### src/rtl/img_pkg.sv
// Image-pipeline constants shared by the blur stages.
package img_pkg;
    localparam int PIX_W = 8;
    localparam int IMG_W = 512;
    localparam int IMG_H = 512;

    typedef logic [PIX_W-1:0] pixel_t;
endpackage

### src/rtl/sync_fifo.sv
// First-word-fall-through synchronous FIFO with explicit occupancy counter
// and a sticky flag for writes dropped while full.
module sync_fifo
    import img_pkg::*;
#(
    parameter int DATA_W = PIX_W,
    parameter int DEPTH  = 32
) (
    input  logic                       clk,
    input  logic                       rst_n,
    input  logic                       wr_valid,
    input  logic [DATA_W-1:0]          wr_data,
    input  logic                       rd_ready,
    output logic [DATA_W-1:0]          rd_data,
    output logic                       rd_valid,
    output logic                       rd_fire,
    output logic [$clog2(DEPTH):0]     count,
    output logic                       overflow
);
    localparam int PTR_W = $clog2(DEPTH);
    localparam int CNT_W = PTR_W + 1;

    logic [DATA_W-1:0] mem [DEPTH];
    logic [PTR_W-1:0]  wr_ptr;
    logic [PTR_W-1:0]  rd_ptr;
    logic              full;
    logic              wr_en;

    assign full     = (count == CNT_W'(DEPTH));
    assign rd_valid = (count != '0);
    assign rd_fire  = rd_valid && rd_ready;
    // A full FIFO still accepts a write when the head leaves in the same cycle.
    assign wr_en    = wr_valid && (!full || rd_fire);
    assign rd_data  = mem[rd_ptr];

    always_ff @(posedge clk or negedge rst_n) begin
        if (!rst_n) begin
            wr_ptr   <= '0;
            rd_ptr   <= '0;
            count    <= '0;
            overflow <= 1'b0;
            for (int i = 0; i < DEPTH; i++) begin
                mem[i] <= '0;
            end
        end else begin
            if (wr_en) begin
                mem[wr_ptr] <= wr_data;
                wr_ptr      <= wr_ptr + PTR_W'(1);
            end
            if (rd_fire) begin
                rd_ptr <= rd_ptr + PTR_W'(1);
            end
            if (wr_en && !rd_fire) begin
                count <= count + CNT_W'(1);
            end else if (rd_fire && !wr_en) begin
                count <= count - CNT_W'(1);
            end
            if (wr_valid && !wr_en) begin
                overflow <= 1'b1;
            end
        end
    end
endmodule

### src/rtl/blur_output_buffer.sv
// Output stage after the 3x3 blur: buffers pixels for the sink and reports
// line/frame completion as pixels are drained.
module blur_output_buffer
    import img_pkg::*;
#(
    parameter int DATA_W      = PIX_W,
    parameter int DEPTH       = 32,
    parameter int ALMOST_FULL = 24,
    parameter int LINE_W      = IMG_W,
    parameter int NUM_LINES   = IMG_H
) (
    input  logic                       i_clk,
    input  logic                       i_reset_n,
    input  logic [DATA_W-1:0]          i_pixel_data,
    input  logic                       i_pixel_data_valid,
    output logic [DATA_W-1:0]          o_data,
    output logic                       o_data_valid,
    input  logic                       i_data_ready,
    output logic [$clog2(DEPTH):0]     o_count,
    output logic                       o_almost_full,
    output logic                       o_overflow,
    output logic                       o_line_done,
    output logic                       o_frame_done
);
    localparam int CNT_W = $clog2(DEPTH) + 1;
    localparam int PX_W  = (LINE_W > 1) ? $clog2(LINE_W) : 1;
    localparam int LN_W  = (NUM_LINES > 1) ? $clog2(NUM_LINES) : 1;

    logic            xfer;
    logic [PX_W-1:0] px_cnt;
    logic [LN_W-1:0] line_cnt;

    sync_fifo #(
        .DATA_W (DATA_W),
        .DEPTH  (DEPTH)
    ) u_fifo (
        .clk      (i_clk),
        .rst_n    (i_reset_n),
        .wr_valid (i_pixel_data_valid),
        .wr_data  (i_pixel_data),
        .rd_ready (i_data_ready),
        .rd_data  (o_data),
        .rd_valid (o_data_valid),
        .rd_fire  (xfer),
        .count    (o_count),
        .overflow (o_overflow)
    );

    // Compare on the registered count, so this tracks o_count edge for edge.
    assign o_almost_full = (o_count >= CNT_W'(ALMOST_FULL));

    always_ff @(posedge i_clk or negedge i_reset_n) begin
        if (!i_reset_n) begin
            px_cnt       <= '0;
            line_cnt     <= '0;
            o_line_done  <= 1'b0;
            o_frame_done <= 1'b0;
        end else begin
            o_line_done  <= 1'b0;
            o_frame_done <= 1'b0;
            if (xfer) begin
                if (px_cnt == PX_W'(LINE_W - 1)) begin
                    px_cnt      <= '0;
                    o_line_done <= 1'b1;
                    if (line_cnt == LN_W'(NUM_LINES - 1)) begin
                        line_cnt     <= '0;
                        o_frame_done <= 1'b1;
                    end else begin
                        line_cnt <= line_cnt + LN_W'(1);
                    end
                end else begin
                    px_cnt <= px_cnt + PX_W'(1);
                end
            end
        end
    end
endmodule

### config.mk
export PLATFORM = sky130hd
export DESIGN_NAME = blur_output_buffer
export DESIGN_NICKNAME = d
export VERILOG_FILES = /design/src/rtl/img_pkg.sv /design/src/rtl/sync_fifo.sv /design/src/rtl/blur_output_buffer.sv
export SDC_FILE = /design/constraint.sdc
export NUM_CORES = 1
export LEC_CHECK = 0
export BUFFER_PORTS_ARGS = -buffer_cell sky130_fd_sc_hd__buf_2
export CORE_ASPECT_RATIO = 0.8
export CORE_MARGIN = 2
export CORE_UTILIZATION = 63
export DETAILED_ROUTE_END_ITERATION = 8
export HOLD_SLACK_MARGIN = 0.05
export PLACE_DENSITY = 0.8
export SYNTH_ARGS = -nofsm -noshare
export SYNTH_HDL_FRONTEND = slang
export SYNTH_SLANG_ARGS = --single-unit
### constraint.sdc
create_clock -name i_clk -period 3.7 [get_ports i_clk]
set_input_delay 0.185 -clock i_clk [delete_from_list [all_inputs] [get_ports i_clk]]
set_output_delay 0.185 -clock i_clk [all_outputs]
set_load 0.01 [all_outputs]
### Word level (Yosys, flattened, before mapping)

Cells that the tools add are included.
Widths: inputs -> output; s select.

* register bits after elaboration: 293
* input port bits: 12
* logic and storage cells: 83

* $add $sub $neg: 6
* order comparisons: 4
* equality and inequality tests: 3
* muxes and demuxes: 15
* bitwise logic cells: 2
* reductions and logical operators: 13

Operator list (count)
* $bwmux 256: 1
* $bmux 8 s5: 1
* $demux 8 s5: 1
* $mux 8: 3
* $add 9x1->9 const B: 2
* $eq 9x9->1 const B: 2
* $mux 9: 2
* $ge 6x6->1 const B: 2
* $mux 6: 2
* $not 5->6: 2
* $add 5x1->5 const B: 2
* $add 6x1->6 const B: 1
* $eq 6x6->1 const B: 1
* $ge 6x5->1 const B: 1
* $logic_and 1x1->1: 6
* $lt 6x1->1 const B: 1
* $reduce_bool 6->1: 1
* $sub 6x1->6 const B: 1
* $mux 1: 5
* $logic_not 1->1: 3
* $reduce_and 2->1: 1
* $reduce_bool 2->1: 1
* $logic_or 1x1->1: 1

### Longest topological paths before layout

* depth after elaboration: 8
* depth in mapped cells: 12

### Hierarchy

A second synthesis with hierarchy kept.

* cell total of the unflattened synthesis: 964
* area total of the unflattened synthesis: 13759.4 um^2

Modules (own cells, without submodules)
* sync_fifo: times used 1, cells an instance 855, area an instance 12690.9 um^2, sequential area each 6831.6 um^2
* blur_output_buffer: times used 1, cells an instance 109, area an instance 1068.5 um^2, sequential area each 500.5 um^2

### Worst setup path after synthesis

OpenSTA, ideal clock, no wires.

* kind: reg-to-reg
* start point: register u_fifo.count[0]
* end point: register u_fifo.count[5]
* library setup time: 0.130 ns
* arrival time: 3.227 ns
* slack: 0.343 ns
* stages on the path, launching flop included: 13
* path buffers: 2
* clock period less this slack: 3.357 ns
* cells stage by stage: dfrtp_1 -> or4_4 -> buf_2 -> o31a_1 -> inv_2 -> buf_2 -> ha_1 -> inv_1 -> ha_1 -> or4_1 -> o211ai_1 -> nor3b_1 -> xnor2_1

* cells in the longest elaborated chain, start to end: 7
* elaborated cells between the ends (all ways): 15
* classes of those cells: add/sub: 2; eq/ne: 1; mux: 2; reduce/logical: 10

Ends and longest elaborated chain
* from (decl): line sync_fifo.sv:17 `output logic [$clog2(DEPTH):0] count,`
* from (signal assigned): line sync_fifo.sv:54 `count <= count + CNT_W'(1);`
* from (signal assigned): line sync_fifo.sv:56 `count <= count - CNT_W'(1);`
* branches (longest 7 deep; another with $sub 6x1->6)

Parallel ways; which one is timed is not known. The select of a mux whose other input is x is not followed.
A chain may end at the register's enable or synchronous reset.

### Final worst setup path

Same ends and word-level chain as after synthesis.

==> out/summary.txt <==
Sequential share of the synthesized area -> 53.6%
Finished Layout Cells -> 1266
CTS Buffer Depth -> 3
Cell Rows -> 48
Ys async rst share -> 100%
Cells after DPL -> 1215
Setup slack after layout -> 0.299 ns
Setup Total Neg Slack -> 0 ns
R2r startpoint -> u_fifo.count[0]$_DFFE_PN0P_
Register bit total from synthesis -> 293
TritonCTS clock tree -> yes
Worst Hold Depth -> 3
Start point of the critical path -> u_fifo.count[0]$_DFFE_PN0P_
Via/cell ratio -> 6.55
Outcome -> complete, no violations
Final hold violations -> 0
Die span in x -> 169 um
Syn_nets -> 982
Final Skew -> 0.0206 ns
Crit path kind -> reg -> reg
Worst path cell trace -> or4_4 > o31a_1 > inv_2 > ha_1 > inv_1 > ha_1 > or4_1 > o211ai_1 > nor3b_1 > xnor2_1
Remaining antenna violation count after routing -> 0
Port Buffers -> 30
Drt first pass iters -> 5
Vias in the first global route -> 8454
Worst-Skew Late Latency -> 0.55 ns
Routed wire per std cell -> 23.7 um
GR Overflow Total -> 0
Hold WS -> 0.0992 ns
Starting Density -> 63.8%
Min cycle time layout -> 3.40 ns
Vias after detailed routing -> 8286
CTS sink cnt -> 293
CTS-repair resized insts -> 0
Fmax -> 0.294 GHz
Antenna violations before repair -> 0
Worst EP required -> 4.13 ns
Post-synth EDFFs -> 0
DP Area -> 14100 um2
DRT iter0 DRCs -> 747
Crit path capture -> u_fifo.count[5]$_DFFE_PN0P_
Leakage power -> 6.82 nW
Layout Utilization -> 70.1%
I/O pins -> 31
H-tree lvl count -> 1
Crit Path Max Fanout -> 13
Die height -> 136 um
Post-Route WL -> 30.0 mm
Top-area cell type share of the netlist area -> 53.6%
Most used DFF post-synth -> dfrtp_1
Ratio of cells with drive above 1 in the final layout -> 42.1%
Area leader, netlist -> dfrtp_1
Crit path max-delay cell type -> or4_4
RR Endpoint -> u_fifo.count[5]$_DFFE_PN0P_
Period utilization -> 91.9%
Max Slew Vio Count -> 0
RSZ-0062 raised after global routing -> false
Core area -> 21400 um2
Slew HR -> 39.7%
Mapped Avg Cell Area -> 14.3 um2
R2R depth -> 10
Remaining DRCs -> 0
Die area -> 22900 um2
Total Routing Usage GR -> 27.5%
Worst hold path class -> in -> reg
PwrDens -> 838 nW/um2
Pre-CTS setup slack -> 0.337 ns
GPL Wtd Cong -> 0.805
Post-Syn Area -> 13700 um2
Worst Setup Start Kind -> register
Max-cap violation count -> 0
CTS buffer count -> 29
Setup repair bufs after CTS -> 0
Crit path capture type -> register
Most used cell along the critical path -> ha_1
Arrival time worst endpoint -> 3.83 ns
Cts-stage hold buffer count -> 2
Netlist cell types -> 55
DP Wirelength -> 19.0 mm
R2r setup slk -> 0.30 ns
Final nets -> 1000
Syn Inst Count -> 955
Yosys warns -> 0
Diodes inserted -> 0
Worst Tran Pin Value -> 0.902 ns
Final instance area -> 15000 um2
Layout area overhead -> 9.97%
Clk slew on worst S/H paths -> 0.06 ns
Worst vdd ir -> 525 uV
Final total power -> 12.6 mW
Setup violations, final -> 0
Synth area leaders -> dfrtp_1, mux2_2, mux4_2
Clock Tree Root -> clkbuf_16
First-pass GRT wire length -> 48.2 mm
Pin count of the biggest net entering global routing -> 111
Critical Path Max Stage Delay -> 0.68 ns
cells by family after synthesis:
| logic type | share of synthesized area [%] |
|---|---|
| xor+xnor | 0.705 |
| simple gates | 4.73 |
| buf+inv | 2.04 |
| flops | 53.6 |
| compound gates | 5.85 |
| fa+ha+maj | 1.43 |
| mux | 31.6 |
routing by layer:
layer / routed length (um) / up-vias / track usage (%)
met3: 1970 / 47 / 4.44
met5: 0 / - / 0
met1: 13400 / 4374 / 42.1
met2: 13900 / 273 / 41.8
met4: 685 / 0 / 6.56
li1: - / 3592 / -
state kept, by name, summed over array words and instances (netlist names):
name and count:
u_fifo.count 6, u_fifo.overflow 1, u_fifo.wr_ptr 5, line_cnt 9
o_frame_done 1, u_fifo.mem 256, o_line_done 1, u_fifo.rd_ptr 5
px_cnt 9
how the worst min path moves through the flow:
stage | startpoint | to | slack, ns
6_report | i_data_ready | o_line_done$_DFF_PN0_ | 0.1
5_1_grt | i_data_ready | o_line_done$_DFF_PN0_ | 0.13
4_1_cts | i_data_ready | o_line_done$_DFF_PN0_ | 0.08
3_5_place_dp | i_reset_n | u_fifo.mem[251]$_DFFE_PN0P_ | 0.31
3_3_place_gp | i_reset_n | u_fifo.mem[251]$_DFFE_PN0P_ | 0.31
2_1_floorplan | i_reset_n | line_cnt[0]$_DFFE_PN0P_ | -0.11
report_power, final:
| group | internal [mW] | total (mW) | switching, mW |
|---|---|---|---|
| combinational | 2.39 | 4.48 | 2.09 |
| clock | 1.62 | 2.82 | 1.20 |
| sequential | 4.48 | 5.30 | 0.825 |
| total | 8.49 | 12.6 | 4.11 |
Yosys cell counts, types with 9 or more instances:
library cell and instances:
nand2_1 27, mux2i_1 30, nor2_1 21, o21ai_0 26, nand2_2 16, mux2_2 250, mux4_2 50, buf_2 10
a211oi_1 15, dfrtp_1 293, a21oi_1 13, ha_1 14, clkbuf_1 47, xnor2_1 9
cells in the final DEF, fill, tap and decap left out, types with 14 or more instances in the layout:
cell type  Yosys  layout
o21ai_0       26      26
clkbuf_16      0      29
nand2_2       16      16
a211oi_1      15      15
ha_1          14      14
mux4_2        50      50
mux2i_1       30      30
buf_2         10      29
nor2_1        21      21
nand2_1       27      27
dfrtp_1      293     291
mux2_2       250     250
critical path: cells and delay by family (launching register included):
kind                     cells  cell delay [ns]
XOR/XNOR                     1             0.13
adder cells (fa/ha/maj)      2             0.64
AND/OR/NAND/NOR              3             1.26
flip-flops                   1             0.45
AO/OA/AOI/OAI                2             0.54
buffers and inverters        2             0.26
cell type report:
type | count | area (um2)
clock buffer | 44 | 842
tap | 275 | 344
clock inverter | 5 | 53.8
inverter | 9 | 33.8
sequential | 293 | 7340
timing repair buffer | 48 | 363
multi-input combinational | 592 | 6060
fill | 1468 | 6410
(Power assumes the default switching activity.)
